<file path="src/rtl/uart_rx.sv">
// UART receive engine: 16x-oversampled 8N1/8E1/8O1 frame recovery with
// per-frame parity and framing error flags and a one-cycle valid strobe.
module uart_rx #(
  parameter int unsigned DATA_WIDTH = 8,
  parameter int unsigned OVERSAMPLE = 16
) (
  input  logic                  clk,
  input  logic                  rst,
  input  logic                  baud_tick,
  input  logic                  rx,
  input  logic                  parity_en,
  input  logic                  parity_odd,
  output logic [DATA_WIDTH-1:0] rx_data,
  output logic                  rx_valid,
  output logic                  parity_err,
  output logic                  frame_err,
  output logic                  busy
);

  localparam int unsigned TW = $clog2(OVERSAMPLE);
  localparam int unsigned BW = (DATA_WIDTH > 1) ? $clog2(DATA_WIDTH) : 1;

  localparam logic [TW-1:0] TICK_HALF = TW'(OVERSAMPLE / 2 - 1);
  localparam logic [TW-1:0] TICK_LAST = TW'(OVERSAMPLE - 1);
  localparam logic [BW-1:0] BIT_LAST  = BW'(DATA_WIDTH - 1);

  localparam logic [2:0] IDLE   = 3'd0;
  localparam logic [2:0] START  = 3'd1;
  localparam logic [2:0] DATA   = 3'd2;
  localparam logic [2:0] PARITY = 3'd3;
  localparam logic [2:0] STOP   = 3'd4;

  logic                  rx_meta, rx_s;
  logic [2:0]            state, state_nx;
  logic [TW-1:0]         tick_cnt, tick_nx;
  logic [BW-1:0]         bit_cnt, bit_nx;
  logic [DATA_WIDTH-1:0] shift, shift_nx;
  logic                  pbit, pbit_nx;
  logic                  armed, armed_nx;
  logic                  par_en_q, par_en_nx;
  logic                  par_odd_q, par_odd_nx;
  logic [DATA_WIDTH-1:0] rx_data_nx;
  logic                  rx_valid_nx, parity_err_nx, frame_err_nx;

  // Two-flop synchronizer; flops reset high so the idle line is not seen as a start
  always_ff @(posedge clk or negedge rst) begin
    if (!rst) begin
      rx_meta <= 1'b1;
      rx_s    <= 1'b1;
    end else begin
      rx_meta <= rx;
      rx_s    <= rx_meta;
    end
  end

  // State and datapath registers
  always_ff @(posedge clk or negedge rst) begin
    if (!rst) begin
      state      <= IDLE;
      tick_cnt   <= '0;
      bit_cnt    <= '0;
      shift      <= '0;
      pbit       <= 1'b0;
      armed      <= 1'b1;
      par_en_q   <= 1'b0;
      par_odd_q  <= 1'b0;
      rx_data    <= '0;
      rx_valid   <= 1'b0;
      parity_err <= 1'b0;
      frame_err  <= 1'b0;
      busy       <= 1'b0;
    end else begin
      state      <= state_nx;
      tick_cnt   <= tick_nx;
      bit_cnt    <= bit_nx;
      shift      <= shift_nx;
      pbit       <= pbit_nx;
      armed      <= armed_nx;
      par_en_q   <= par_en_nx;
      par_odd_q  <= par_odd_nx;
      rx_data    <= rx_data_nx;
      rx_valid   <= rx_valid_nx;
      parity_err <= parity_err_nx;
      frame_err  <= frame_err_nx;
      busy       <= (state_nx != IDLE);
    end
  end

  // Next-state and datapath decode; everything advances only on baud ticks.
  // armed blocks re-triggering on a held-low (break) line until a high sample is seen.
  always_comb begin
    state_nx      = state;
    tick_nx       = tick_cnt;
    bit_nx        = bit_cnt;
    shift_nx      = shift;
    pbit_nx       = pbit;
    armed_nx      = armed;
    par_en_nx     = par_en_q;
    par_odd_nx    = par_odd_q;
    rx_data_nx    = rx_data;
    rx_valid_nx   = 1'b0;
    parity_err_nx = parity_err;
    frame_err_nx  = frame_err;

    if (baud_tick) begin
      tick_nx = tick_cnt + 1'b1;
      case (state)
        IDLE: begin
          tick_nx = '0;
          if (rx_s) begin
            armed_nx = 1'b1;
          end else if (armed) begin
            state_nx   = START;
            par_en_nx  = parity_en;
            par_odd_nx = parity_odd;
          end
        end
        START: begin
          if (tick_cnt == TICK_HALF) begin
            tick_nx = '0;
            if (!rx_s) begin
              state_nx = DATA;
              bit_nx   = '0;
            end else begin
              state_nx = IDLE;
            end
          end
        end
        DATA: begin
          if (tick_cnt == TICK_LAST) begin
            tick_nx  = '0;
            shift_nx = {rx_s, shift[DATA_WIDTH-1:1]};
            bit_nx   = bit_cnt + 1'b1;
            if (bit_cnt == BIT_LAST) begin
              state_nx = par_en_q ? PARITY : STOP;
            end
          end
        end
        PARITY: begin
          if (tick_cnt == TICK_LAST) begin
            tick_nx  = '0;
            pbit_nx  = rx_s;
            state_nx = STOP;
          end
        end
        STOP: begin
          if (tick_cnt == TICK_LAST) begin
            tick_nx       = '0;
            rx_data_nx    = shift;
            frame_err_nx  = ~rx_s;
            parity_err_nx = par_en_q & (^shift ^ pbit ^ par_odd_q);
            rx_valid_nx   = 1'b1;
            armed_nx      = rx_s;
            state_nx      = IDLE;
          end
        end
        default: begin
          state_nx = IDLE;
          tick_nx  = '0;
        end
      endcase
    end
  end

endmodule

</file>
<file path="config.mk">
export PLATFORM = sky130hd
export DESIGN_NAME = uart_rx
export DESIGN_NICKNAME = d
export VERILOG_FILES = /design/src/rtl/uart_rx.sv
export SDC_FILE = /design/constraint.sdc
export NUM_CORES = 1
export LEC_CHECK = 0
export ABC_AREA = 1
export CAP_MARGIN = 20
export CORE_MARGIN = 1.5
export CORE_UTILIZATION = 63
export CTS_BUF_LIST = sky130_fd_sc_hd__clkbuf_4
export CTS_CLUSTER_SIZE = 12
export DETAILED_ROUTE_END_ITERATION = 8
export MAX_ROUTING_LAYER = met4
export PLACE_DENSITY = 0.87
export SLEW_MARGIN = 5
export SYNTH_ARGS = -nofsm -noshare
export SYNTH_HDL_FRONTEND = slang
export SYNTH_SLANG_ARGS = --single-unit
</file>
<file path="constraint.sdc">
create_clock -name clk -period 2.8 [get_ports clk]
set_input_delay 0.56 -clock clk [delete_from_list [all_inputs] [get_ports clk]]
set_output_delay 0.56 -clock clk [all_outputs]
set_load 0.02 [all_outputs]
</file>
# ---- Word-level counts from Yosys, hierarchy flattened
# Index checks and enable logic that the tools add are counted.
dict set report totals {
  in_bits 6
  reg_bits 36
}
dict set report classes {
  reduce_logical 12
  bitwise 4
  addsub 2
  mux 24
  n_eq_ne 12
}
# cell count
set ops {}
lappend ops {{$mux W3} 12}
lappend ops {{$pmux W3 S5} 1}
lappend ops {{$ne A2 B2 Y1 const B} 5}
lappend ops {{$reduce_and A3 Y1} 3}
lappend ops {{$mux W4} 2}
lappend ops {{$pmux W4 S2} 1}
lappend ops {{$reduce_and A4 Y1} 2}
lappend ops {{$reduce_xor A8 Y1} 1}
lappend ops {{$eq A3 B2 Y1 const B} 2}
lappend ops {{$eq A3 B3 Y1 const B} 2}
lappend ops {{$pmux W3 S2} 1}
lappend ops {{$mux W1} 5}
lappend ops {{$reduce_and A5 Y1} 1}
lappend ops {{$add A4 B1 Y4 const B} 1}
lappend ops {{$eq A4 B3 Y1 const B} 1}
lappend ops {{$eq A4 B4 Y1 const B} 1}
lappend ops {{$reduce_bool A2 Y1} 2}
lappend ops {{$add A3 B1 Y3 const B} 1}
lappend ops {{$eq A3 B1 Y1 const B} 1}
lappend ops {{$logic_not A3 Y1} 1}
lappend ops {{$reduce_bool A3 Y1} 1}
lappend ops {{$reduce_or A3 Y1} 1}
lappend ops {{$mux W2} 1}
lappend ops {{$pmux W1 S2} 1}
lappend ops {{3 further kinds} 4}

# ---- Longest topological paths before layout
# Gate-level depths: netlist of run 1.
dict set report depth {
  depth_word 6
  depth_mapped 11
  depth_no_buf 11
}

# ---- Least setup slack after synthesis of run 1
# No wires, ideal clock.
dict set report synth_path {
  path_kind {flip-flop to flip-flop}
  from {register bit_cnt[0]}
  to {register busy}
  stages_incl_launch_ff 11
  required_time_ps 2679
  synth_period_minus_slack_ps 1355
  t_arrival_ps 1234
  path_buffers 0
  setup_slack_ps 1445
  cell_sequence {dfrtp_1 > ha_1 > ha_1 > inv_1 > o21ai_0 > nand2_1 > nand2_1 > nand2_1 > nand2_1 > nor2_1 > nand2_1}
}
dict set report synth_between {
  elab_chain_len 6
}
# item line_no
set synth_lines {}
lappend synth_lines {{start, declared} 36} ;# logic [BW-1:0] bit_cnt, bit_nx;
lappend synth_lines {{start signal, assigned} 75} ;# bit_cnt <= bit_nx;
lappend synth_lines {{$eq A3 B3 Y1} 134} ;# if (bit_cnt == BIT_LAST) begin
lappend synth_lines {{$mux W3} 134}
lappend synth_lines {{$mux W3} 130} ;# if (tick_cnt == TICK_LAST) begin
lappend synth_lines {{$pmux W3 S5} 107} ;# case (state)
lappend synth_lines {{$mux W3} 105} ;# if (baud_tick) begin
lappend synth_lines {{named net state_nx[2]} 34} ;# logic [2:0] state, state_nx;
lappend synth_lines {{$reduce_bool A3 Y1} 85} ;# busy <= (state_nx != IDLE);
lappend synth_lines {{end signal, assigned} 85}
lappend synth_lines {{end, declared} 17} ;# output logic busy
# The timed path passes the listed nets, and every way through them passes these cells.
# A chain may end at the register's enable or synchronous reset.

# ---- Final worst setup path of run 1
dict set report layout_path {
  from {register rx_data[7]}
  to {output rx_data[7]}
}
# item line_no
set layout_rtl {}
lappend layout_rtl {{start, declared} 13} ;# output logic [DATA_WIDTH-1:0] rx_data,
lappend layout_rtl {{start signal, assigned} 81} ;# rx_data <= rx_data_nx;
# No word-level cell between the ends.

==> results of run 1 <==
metal layers:
layer	global-route usage	routed length (microns)
met1	0.269	1480
met2	0.362	1480
met3	0.0603	126
met4	0.0764	61
met5	-	0
worst max-delay path by stage:
stage	to	startpoint	depth (start not counted)	slack (ns)
2_1_floorplan	busy$_DFF_PN0_	bit_cnt[0]$_DFFE_PN0P_	10	1.44
3_3_place_gp	armed$_DFFE_PN1P_	baud_tick	8	0.68
3_5_place_dp	armed$_DFFE_PN1P_	baud_tick	8	0.64
4_1_cts	rx_data[7]	rx_data[7]$_DFFE_PN0P_	1	0.90
5_1_grt	rx_data[1]	rx_data[1]$_DFFE_PN0P_	1	0.86
6_report	rx_data[7]	rx_data[7]$_DFFE_PN0P_	1	0.91
power groups by stage:
stage | clock (mW) | sequential, mW | combinational, mW
2_1_floorplan | 0 | 0.644 | 0.234
3_3_place_gp | 0 | 0.649 | 0.313
3_5_place_dp | 0 | 0.648 | 0.321
4_1_cts | 0.265 | 0.640 | 0.323
5_1_grt | 0.288 | 0.649 | 0.361
6_report | 0.260 | 0.641 | 0.319
registers in the layout, indices dropped and copies added, names as in the netlist, 3 cells and up:
register  cells
shift         8
bit_cnt       3
state         3
tick_cnt      4
rx_data       8
final cells by class:
type | instances | area [sq um]
clock inverters | 3 | 13.8
inverters | 26 | 97.6
clock buffers | 5 | 37.5
multi-input cells | 155 | 847
flip-flops and latches | 36 | 905
repair buffers | 19 | 185
fillers | 212 | 681
well taps | 31 | 38.8
stage by stage:
step	utilization	total power, mW	setup WS [ns]	hold WS [ns]
6_report	0.757	1.22	0.912	0.362
5_1_grt	0.757	1.30	0.859	0.371
4_1_cts	0.757	1.23	0.902	0.363
3_5_place_dp	0.739	0.970	0.636	0.348
3_3_place_gp	0.739	0.962	0.684	0.345
2_1_floorplan	-	0.879	1.44	0.264
cell families after synthesis:
| family | Yosys count | synth area share |
|---|---|---|
| buffers and inverters | 30 | 0.0716 |
| adder cells (fa/ha/maj) | 3 | 0.0199 |
| XOR/XNOR | 1 | 0.00464 |
| AO/OA/AOI/OAI | 37 | 0.148 |
| multiplexers | 1 | 0.00597 |
| flip-flops | 36 | 0.479 |
| AND/OR/NAND/NOR | 113 | 0.271 |
cell usage in the layout, fill, tap and decap left out, types with 2 or more instances in the layout:
cell type        instances
nor2_1                  16
dfstp_2                  3
clkdlybuf4s50_1         17
buf_4                    2
clkbuf_4                 5
inv_2                    6
nand2_2                 12
a21oi_2                  2
ha_1                     3
o21ai_1                  3
nand2_1                 65
dfrtp_1                 33
o21ai_2                 21
clkinv_2                 2
o21ai_0                  4
nand3_2                  2
nand3_1                 12
nand4_1                  2
a21oi_1                  5
inv_1                   20
worst reg2reg max path: cells and delay by family, from the launching register on:
| kind | cells | cell delay (ns) |
|---|---|---|
| flip-flops | 1 | 0.39 |
| adder cells (fa/ha/maj) | 1 | 0.25 |
| AND/OR/NAND/NOR | 4 | 0.81 |
| AO/OA/AOI/OAI | 3 | 0.30 |
==> impl_metrics.env, run 1 <==
export IMPL_status="finished with violations"
export IMPL_violations="design-rule violations"
export IMPL_hp_start="rx_meta$_DFF_PN1_"
export IMPL_critical_path_class="flip-flop to primary output"
export IMPL_cts_resized=0
export IMPL_syn_nets=230
export IMPL_comb_power_share=0.262
export IMPL_p_per_area_nw_per_um2=574
export IMPL_routedWlPerCell_microns=11.5
export IMPL_p_leak_nw=1.05
export IMPL_synth_edf_count=0
export IMPL_viasPerCell=5.19
export IMPL_synth_top_cell_area_share=0.438
export IMPL_setup_viol=0
export IMPL_async_reset_ff_frac=1.00
export IMPL_grt_first_pass_wirelength_microns=5540
export IMPL_worstHoldPathType="flip-flop to flip-flop"
export IMPL_antenna_found_initial=0
export IMPL_startpoint_type="flip-flop"
export IMPL_worst_setup_path_end_kind="primary output"
export IMPL_timing_rr_end="armed$_DFFE_PN1P_"
export IMPL_dp_cells=267
export IMPL_ctsHoldBuffers=0
export IMPL_hold_viol=0
export IMPL_synth_seq_area_share=0.479
export IMPL_post_route_drc_count=6
export IMPL_intPower_uw=804
export IMPL_io_buffer_count=17
export IMPL_rrSetupSlack_ns=1.00
export IMPL_synth_area_leaders="dfrtp_1, nand2_1, o21ai_2"
export IMPL_grt_overflow=0
export IMPL_die_area_sq_um=3330
export IMPL_diodes=0
export IMPL_first_pass_iters=6
export IMPL_cts_inserted_buffers=5
export IMPL_coreArea_sq_um=2810
export IMPL_r2r_cells=8
export IMPL_fp_row_count=19
export IMPL_crit_family="buffers and inverters"
export IMPL_netlist_area_sq_um=1890
export IMPL_drt_first_iter_violations=46
export IMPL_grt_max_degree=37
export IMPL_setup_tns_ns=0
export IMPL_period_needed_ns=1.89
export IMPL_post_route_cells_drive_above_1_share=0.246
export IMPL_synth_warnings=0
export IMPL_slew_viol_final=0
export IMPL_synth_most_common_cell="nand2_1"
export IMPL_synthFlopType="dfrtp_1"
export IMPL_fin_area_sq_um=2120
export IMPL_vias=1428
export IMPL_switching_share=0.341
export IMPL_maxSlewHeadroom=0.617
export IMPL_ys_types=26
export IMPL_skew_ns=0.00557
export IMPL_start_util=0.673
export IMPL_wl_microns=3150
export IMPL_hold_path_end="rx_s$_DFF_PN1_"
export IMPL_crit_path_max_fanout=2
export IMPL_clockPowerShare=0.213
export IMPL_synth_seq_cells=36
export IMPL_synthCells=221
export IMPL_final_nets=252
export IMPL_grt_pass1_vias=1317
export IMPL_htree_levels=2
export IMPL_fin_crit_sh=0.674
export IMPL_worstPathArrival_ns=1.33
export IMPL_dpl_hpwl_microns=2300
export IMPL_yosys_area_top_type="dfrtp_1"
export IMPL_post_cts_buffers=0
export IMPL_cts_sinks=36
export IMPL_netlist_top_cells_count="nand2_1, dfrtp_1, o21ai_2"
export IMPL_gp_congestion=0.959
export IMPL_die_y_microns=57.7
export IMPL_dpl_cell_area_sq_um=2070
export IMPL_cp_num_buf_inv=1
export IMPL_max_clock_path_buffers=2
export IMPL_cp_cell_sequence="clkdlybuf4s50_1"
export IMPL_cts_tree="done"
export IMPL_synthToLayoutAreaGrowth_pct=12.6
export IMPL_finalNonFillerCells=275
export IMPL_cpPeakStageDelay_ns=0.61
export IMPL_power_frac_seq=0.525
export IMPL_ir_drop_mv=0.555
export IMPL_ant_nets=0
export IMPL_die_w_microns=57.7
export IMPL_worst_endpoint_required_ns=2.24
export IMPL_max_freq_mhz=530
export IMPL_clk_pin_slew_worst_paths_ns=0.10
export IMPL_avgSynthCellArea_sq_um=8.54
export IMPL_clockRootBuffer="clkbuf_4"
export IMPL_clkLatencyLatePin_ns=0.34
export IMPL_tightest_slew_ns=0.572
export IMPL_slowest_stage="clkdlybuf4s50_1"
export IMPL_pin_count=18
export IMPL_hold_depth=0
export IMPL_timing_rr_start="tick_cnt[1]$_DFFE_PN0P_"
export IMPL_rsz0062_at_grt="no"
export IMPL_power_switching_uw=416
export IMPL_grtUsageTotal=0.223
export IMPL_drv_cap=0
Power figures use the tool's default switching activity.
==> run 2: changes to the inputs <==
--- a/config.mk
+++ b/config.mk
@@ -8,12 +8,12 @@
 export ABC_AREA = 1
 export CAP_MARGIN = 20
 export CORE_MARGIN = 1.5
-export CORE_UTILIZATION = 63
+export CORE_UTILIZATION = 53
 export CTS_BUF_LIST = sky130_fd_sc_hd__clkbuf_4
 export CTS_CLUSTER_SIZE = 12
 export DETAILED_ROUTE_END_ITERATION = 8
 export MAX_ROUTING_LAYER = met4
-export PLACE_DENSITY = 0.87
+export PLACE_DENSITY = 0.78
 export SLEW_MARGIN = 5
 export SYNTH_ARGS = -nofsm -noshare
 export SYNTH_HDL_FRONTEND = slang
==> constraint.sdc (replaced) <==
create_clock -name clk -period 1.5 [get_ports clk]
set_input_delay 0.3 -clock clk [delete_from_list [all_inputs] [get_ports clk]]
set_output_delay 0.3 -clock clk [all_outputs]
set_load 0.02 [all_outputs]
==> run 2 against run 1 <==
The run now ends clean. Power up 93%. Worst setup slack worse by 0.86 ns. Die area is 18% higher. Worst hold slack lost 0.051 ns. Largest power group unchanged. First-iteration DRC count rose by 22%. Routed wire length is 7.2% higher. Register-to-register slack got worse by 0.95 ns. Via count up 3.4%. Sequential power rose by 83%. Non-clock buffer count up 9. Critical path depth grew 9.
==> impl_metrics.env, run 2 (synthesis results as in run 1) <==
export IMPL_period_needed_ns=1.45
export IMPL_maxSlewHeadroom=0.825
export IMPL_cts_tree="done"
export IMPL_rrSetupSlack_ns=0.05
export IMPL_hold_viol=0
export IMPL_drv_cap=0
export IMPL_power_switching_uw=806
export IMPL_timing_rr_end="busy$_DFF_PN0_"
export IMPL_synthToLayoutAreaGrowth_pct=20.1
export IMPL_io_buffer_count=17
export IMPL_crit_path_max_fanout=3
export IMPL_dpl_cell_area_sq_um=2180
export IMPL_grtUsageTotal=0.194
export IMPL_viasPerCell=4.94
export IMPL_comb_power_share=0.294
export IMPL_switching_share=0.341
export IMPL_fin_area_sq_um=2270
export IMPL_grt_max_degree=37
export IMPL_final_nets=261
export IMPL_intPower_mw=1.56
export IMPL_grt_pass1_vias=1360
export IMPL_routedWlPerCell_microns=11.3
export IMPL_pin_count=18
export IMPL_cts_inserted_buffers=5
export IMPL_diodes=0
export IMPL_post_route_cells_drive_above_1_share=0.304
export IMPL_vias=1476
export IMPL_slew_viol_final=0
export IMPL_clkLatencyLatePin_ns=0.35
export IMPL_status="complete, no violations"
export IMPL_worst_endpoint_required_ns=1.74
export IMPL_max_clock_path_buffers=2
export IMPL_setup_viol=0
export IMPL_startpoint_type="flip-flop"
export IMPL_first_pass_iters=4
export IMPL_worstPathArrival_ns=1.69
export IMPL_final_cell_mix="nand2_1, dfrtp_1, o21ai_2"
export IMPL_start_util=0.561
export IMPL_coreArea_sq_um=3360
export IMPL_reg_top3="rx_data (8), shift (8), tick_cnt (4)"
export IMPL_r2r_cells=10
export IMPL_skew_ns=0.0120
export IMPL_dpl_hpwl_microns=2390
export IMPL_ir_drop_mv=0.782
export IMPL_nFillCells=304
export IMPL_die_area_sq_um=3930
export IMPL_max_freq_mhz=689
export IMPL_gp_congestion=0.946
export IMPL_timing_rr_start="tick_cnt[0]$_DFFE_PN0P_"
export IMPL_clockRootBuffer="clkbuf_4"
export IMPL_critical_path_class="flip-flop to flip-flop"
export IMPL_power_frac_seq=0.497
export IMPL_wl_microns=3380
export IMPL_final_common_cell="nand2_1"
export IMPL_fp_row_count=21
export IMPL_die_w_microns=62.7
export IMPL_antenna_found_initial=0
export IMPL_p_leak_nw=1.17
export IMPL_ant_nets=0
export IMPL_p_per_area_nw_per_um2=1040
export IMPL_whs_ns=0.311
export IMPL_post_route_drc_count=0
export IMPL_fin_crit_sh=0.968
export IMPL_grt_first_pass_wirelength_microns=5750
export IMPL_htree_levels=2
export IMPL_clk_pin_slew_worst_paths_ns=0.11
export IMPL_worstHoldPathType="input pin to asynchronous set/reset pin"
export IMPL_grt_overflow=0
export IMPL_tightest_slew_ns=0.262
export IMPL_worst_setup_path_end_kind="flip-flop"
export IMPL_drt_first_iter_violations=56
export IMPL_die_y_microns=62.7
export IMPL_clockPowerShare=0.209
export IMPL_cts_sinks=36
## run 2: per-stage QoR
step / utilization / setup slack [ns] / total power, mW / TNS [ns] / instances
finish: 0.674 / 0.0486 / 2.36 / 0 / 299
global route: 0.674 / -0.0527 / 2.53 / -0.191 / 299
CTS: 0.658 / 0.0119 / 2.33 / 0 / 298
detailed placement: 0.647 / -0.108 / 1.84 / -0.493 / 290
global placement: 0.647 / -0.0941 / 1.83 / -0.304 / 290
floorplan: - / 0.145 / 1.64 / 0 / 221
## run 2: area by class of cell
| cell class | instances | area [sq um] | share of cell area |
|---|---|---|---|
| multi-input cells | 155 | 892 | 0.394 |
| inverters | 26 | 97.6 | 0.0431 |
| well taps | 46 | 57.6 | 0.0254 |
| flip-flops and latches | 36 | 905 | 0.399 |
| clock inverters | 3 | 13.8 | 0.00607 |
| repair buffers | 28 | 263 | 0.116 |
| clock buffers | 5 | 37.5 | 0.0166 |
## run 2: worst max path at each step
| stage | start | to | slack [ns] |
|---|---|---|---|
| after floorplan | bit_cnt[0]$_DFFE_PN0P_ | busy$_DFF_PN0_ | 0.14 |
| after global placement | baud_tick | par_odd_q$_DFFE_PN0P_ | -0.09 |
| after detailed placement | baud_tick | par_odd_q$_DFFE_PN0P_ | -0.11 |
| after CTS | tick_cnt[0]$_DFFE_PN0P_ | busy$_DFF_PN0_ | 0.01 |
| after global routing | tick_cnt[0]$_DFFE_PN0P_ | busy$_DFF_PN0_ | -0.05 |
| final | tick_cnt[0]$_DFFE_PN0P_ | busy$_DFF_PN0_ | 0.05 |
## run 2: what timing repair did
action	CTS	global route
hold buffers	0	0
setup buffers	0	1
pin swaps	0	3
resized for setup	12	11
endpoints found under the setup margin	12	20
endpoints found under the hold margin	0	0
## run 2: routing by layer
metal	GRT usage	vias to the layer above	routed length [microns]
li1	-	765	-
met1	0.220	676	1470
met2	0.312	31	1760
met3	0.0559	4	123
met4	0.103	0	21
met5	-	-	0
## run 2: power by group through the flow
stage          registers, mW  logic, mW  clock network [mW]
2_1_floorplan           1.20      0.437                   0
3_3_place_gp            1.18      0.650                   0
3_5_place_dp            1.18      0.658                   0
4_1_cts                 1.16      0.652               0.518
5_1_grt                 1.18      0.783               0.562
6_report                1.17      0.695               0.493
## run 2: critical path, stage by stage, from the launching register on
cell     delay [ns]
dfrtp_1        0.43
ha_4           0.18
nand2_2        0.09
nor2_4         0.14
nand2_1        0.08
nand2_2        0.08
nand2_1        0.05
nand2_1        0.05
nand2_1        0.06
a21oi_2        0.14
nand2_1        0.06
